<file path="src/rtl/fifo_n.sv">
// fifo_n: parametrised multi-entry FIFO with occupancy count,
// almost-full flag and synchronous clear; ready gated on full/empty.
module fifo_n #(
  parameter int WIDTH    = 128,
  parameter int DEPTH    = 4,
  parameter int AF_LEVEL = DEPTH - 1,
  localparam int CW      = $clog2(DEPTH + 1)
) (
  input  logic             CLK,
  input  logic             nRST,
  input  logic             in_enq__ENA,
  input  logic [WIDTH-1:0] in_enq_v,
  output logic             in_enq__RDY,
  input  logic             out_deq__ENA,
  output logic             out_deq__RDY,
  output logic [WIDTH-1:0] out_first,
  output logic             out_first__RDY,
  input  logic             clear__ENA,
  output logic             clear__RDY,
  output logic [CW-1:0]    count,
  output logic             almost_full
);

  localparam int PW = (DEPTH > 1) ? $clog2(DEPTH) : 1;

  logic [WIDTH-1:0] mem_q [DEPTH];
  logic [PW-1:0]    rd_ptr_q, rd_ptr_d;
  logic [PW-1:0]    wr_ptr_q, wr_ptr_d;
  logic [CW-1:0]    count_q, count_d;
  logic             full, empty;
  logic             enq_x, deq_x;
  logic             wr_en;

  function automatic logic [PW-1:0] ptr_inc(
    input logic [PW-1:0] p
  );
    return (p == PW'(DEPTH - 1)) ? '0 : p + PW'(1);
  endfunction

  assign full           = (count_q == CW'(DEPTH));
  assign empty          = (count_q == '0);
  assign in_enq__RDY    = ~full;
  assign out_deq__RDY   = ~empty;
  assign out_first__RDY = ~empty;
  assign clear__RDY     = 1'b1;
  assign count          = count_q;
  assign almost_full    = (count_q >= CW'(AF_LEVEL));
  assign out_first      = empty ? '0 : mem_q[rd_ptr_q];

  assign enq_x = in_enq__ENA & ~full;
  assign deq_x = out_deq__ENA & ~empty;
  assign wr_en = enq_x & ~clear__ENA;

  always_comb begin
    rd_ptr_d = rd_ptr_q;
    wr_ptr_d = wr_ptr_q;
    count_d  = count_q;
    if (clear__ENA) begin
      rd_ptr_d = '0;
      wr_ptr_d = '0;
      count_d  = '0;
    end else begin
      if (enq_x) wr_ptr_d = ptr_inc(wr_ptr_q);
      if (deq_x) rd_ptr_d = ptr_inc(rd_ptr_q);
      unique case ({enq_x, deq_x})
        2'b10:   count_d = count_q + CW'(1);
        2'b01:   count_d = count_q - CW'(1);
        default: count_d = count_q;
      endcase
    end
  end

  always_ff @(posedge CLK) begin
    if (!nRST) begin
      rd_ptr_q <= '0;
      wr_ptr_q <= '0;
      count_q  <= '0;
    end else begin
      rd_ptr_q <= rd_ptr_d;
      wr_ptr_q <= wr_ptr_d;
      count_q  <= count_d;
    end
  end

  always_ff @(posedge CLK) begin
    if (!nRST) begin
      for (int i = 0; i < DEPTH; i++) mem_q[i] <= '0;
    end else if (wr_en) begin
      mem_q[wr_ptr_q] <= in_enq_v;
    end
  end

endmodule

</file>
<file path="config.mk">
export PLATFORM = sky130hd
export DESIGN_NAME = fifo_n
export DESIGN_NICKNAME = d
export VERILOG_FILES = /design/src/rtl/fifo_n.sv
export SDC_FILE = /design/constraint.sdc
export NUM_CORES = 1
export LEC_CHECK = 0
export BUFFER_PORTS_ARGS = -buffer_cell sky130_fd_sc_hd__buf_2
export CAP_MARGIN = 20
export CORE_MARGIN = 5
export CORE_UTILIZATION = 59
export DETAILED_ROUTE_END_ITERATION = 12
export PLACE_DENSITY = 0.85
export REMOVE_ABC_BUFFERS = 1
export SLEW_MARGIN = 25
export SYNTH_ARGS = -nofsm -noshare
export SYNTH_HDL_FRONTEND = slang
export SYNTH_SLANG_ARGS = --single-unit
</file>
<file path="constraint.sdc">
create_clock -name CLK -period 18 [get_ports CLK]
set_input_delay 1.8 -clock CLK [delete_from_list [all_inputs] [get_ports CLK]]
set_output_delay 1.8 -clock CLK [all_outputs]
set_load 0.03 [all_outputs]
</file>
==> flow_summary.ini <==
[outcome]
status = finished clean

[routing]
drt-vias-per-instance = 6.23
wl_per_cell_um = 23.9
firstDrtPassIters = 5
ant_nets = 0
drtIter0Drc = 1054
drc = 0
wl_mm = 54.1
vias = 14100

[setup_path]
slowest_delay_ns = 0.97
crit_type = reg2out
reg2reg_slack_ns = 14.41
endpoint_kind = output port
r2r_end = mem_q[3][31]
setup.worst_path.start_class = register
path_buf_inv = 2
worstPathArrival_ns = 3.16
critPathTopFamily = flip-flops
reg2regPathDepth = 5
timing.critical_path.fanout_max = 71
cp_cell_sequence = buf_6 > mux4_2 > and2_1 > buf_2
r2r-start = wr_ptr_q[0]
critPathSlowestCell = dfxtp_4
crit_required_ns = 16.20

[global_routing]
grt_pass1_wl_mm = 85.4
grt_antenna_before_repair = 19
overflow = 0
grt_pass1_vias = 15000
grt_use_total_pct = 23.3
grt_max_degree = 136

[layout]
area_growth_pct = 13.0
layout-drive-gt1-share_pct = 35.1
layout.nets = 1820
fin_area_um2 = 28000
stdcell_count = 2269

[synth]
avgSynthCellArea_um2 = 16.5
synth_cell_types = 32
seq_area_frac_synth_pct = 62.9
synthFlopType = edfxtp_1
syn_area_um2 = 24700
async_flop_share_pct = 0
syn_inst = 1497
synth-seq-cells = 521
synth_edf_count = 512
yosys_warnings = 0

[timing]
final-setup-viol-count = 0
finalWorstPathRequiredPeriod_ns = 4.96
finalHoldViolCount = 0
setup_ws_ns = 13.04
slew_headroom_pct = 30.2
fin_setup_tns_ns = 0
worst_slew_pin_slew_ns = 1.04
skew_ns = 0.0197
min_period_over_period_pct = 27.5
rsz0062_at_grt = false
fmax_ghz = 0.202
drv_slew = 0

[die]
die_x_um = 215
initial_core_util_pct = 59.2
fp.coreArea_um2 = 41800
chipHeight_um = 215
row_count = 75
dieArea_um2 = 46100
ios = 269

[place]
place_hpwl_mm = 29.2
dp.cells = 2166
placed_area_um2 = 26300
routabilityCongestion = 0.732
place_ws_ns = 12.72
port_buffers = 267

[power_and_ir_drop]
power_frac_comb_pct = 7.5
seqPwrFrac_pct = 53.5
peakVddDrop_v = 0.0000746
clockPowerShare_pct = 39.0
p_int_mw = 2.05
netSwitchingFraction_pct = 22.2
leakagePower_nw = 10.7
p_switching_uw = 587
powerDensity_nw_per_um2 = 94.5

[min_path]
min_path_cells = 2
hp-class = reg2reg
min_from = rd_ptr_q[1]

[clock_tree]
numCtsBuffers = 53
ctsHoldBuffers = 0
ctsHtreeMaxLevel = 2
clk_pin_slew_ns = 0.06
post_cts_buffers = 0
cts_resized = 0
insertion_delay_ns = 0.59
cts_tree = built
clock_path_buffers = 3
clock_sink_count = 521
clockRootBuffer = clkbuf_16

[job]
max-cap-violations = 0
-- worst register-to-register path, cell delays in order (launching register included) --
cell and delay (ns):
dfxtp_4 0.78, buf_4 0.67, nand2_1 0.20, o31ai_4 0.24, buf_4 0.44, buf_4 0.81
-- layout by cell type, fill, tap and decap left out, types with 6 or more instances in the layout --
cell / instances
diode_2: 10
clkbuf_16: 55
mux4_2: 128
buf_6: 6
and4bb_1: 23
clkinv_1: 11
and4b_1: 128
and4bb_2: 104
inv_1: 6
clkbuf_1: 12
and2_1: 384
buf_4: 16
buf_2: 267
edfxtp_1: 512
clkinv_2: 8
nand2_1: 6
a21oi_1: 6
-- through the flow --
| step | power [mW] | util (%) | hold WS [ns] |
|---|---|---|---|
| final | 2.64 | 66.9 | 0.496 |
| after global routing | 2.73 | 66.9 | 0.521 |
| after CTS | 2.66 | 66.8 | 0.493 |
| after detailed placement | 1.64 | 63.0 | 0.477 |
| after global placement | 1.63 | 63.0 | 0.455 |
| after floorplan | 1.58 | - | 0.454 |
-- logic make-up after synthesis --
logic type,count (synthesis),share of synthesized area (%)
other cells,1,0.0152
mux,128,11.7
buf+inv,165,2.89
xor+xnor,2,0.0708
compound gates,15,0.364
flops,521,62.9
simple gates,661,21.9
fa+ha+maj,4,0.233
-- per-layer routing --
metal	GRT usage (%)	vias to the layer above	share of wire, %
li1	-	6252	-
met1	30.5	7235	39
met2	39.0	515	51
met3	5.94	105	7.4
met4	6.81	18	2.3
met5	0	-	0.19
-- power by group through the flow --
stage / Sequential [mW] / Combinational, mW / Clock, mW
6_report: 1.41 / 0.197 / 1.03
4_1_cts: 1.42 / 0.199 / 1.05
2_1_floorplan: 1.46 / 0.120 / 0
3_3_place_gp: 1.43 / 0.195 / 0
3_5_place_dp: 1.44 / 0.198 / 0
5_1_grt: 1.42 / 0.212 / 1.10
-- final cells by class --
class / count / area (um^2)
clock buffers: 67 / 1420
fillers: 2783 / 13800
repair buffers: 290 / 1540
well taps: 539 / 674
inverters: 6 / 22.5
multi-input cells: 811 / 8520
flip-flops and latches: 521 / 15600
clock inverters: 25 / 184
diodes: 10 / 25.0
-- cells in the mapped netlist, types with 4 or more instances --
cell type	n	area, um^2
and2_1	384	2400
clkbuf_1	97	364
and4bb_1	23	288
buf_4	9	67.6
mux4_2	128	2880
o21ai_0	4	20.0
and4bb_2	104	1300
a21oi_1	6	30.0
nand2_1	6	22.5
inv_1	6	22.5
edfxtp_1	512	15400
buf_2	18	90.1
and4b_1	128	1280
clkbuf_2	32	160
dfxtp_1	9	180
nor2_1	5	18.8
-- worst max-delay path by stage --
stage	from	slack [ns]	cells past startpoint	endpoint
after detailed placement	clear__ENA	12.72	6	mem_q[0][74]
after CTS	register	12.69	4	out_first[127]
after global placement	clear__ENA	12.86	6	mem_q[0][46]
after floorplan	wr_ptr_q[0]	0.60	2	mem_q[1][0]
final	register	13.04	4	out_first[12]
after global routing	register	12.81	4	out_first[10]
-- registers in the layout (all words and copies together) (netlist names), named ones only --
name / flops
wr_ptr_q: 2
count: 3
mem_q: 512
rd_ptr_q: 2
(Power assumes the default switching activity.)
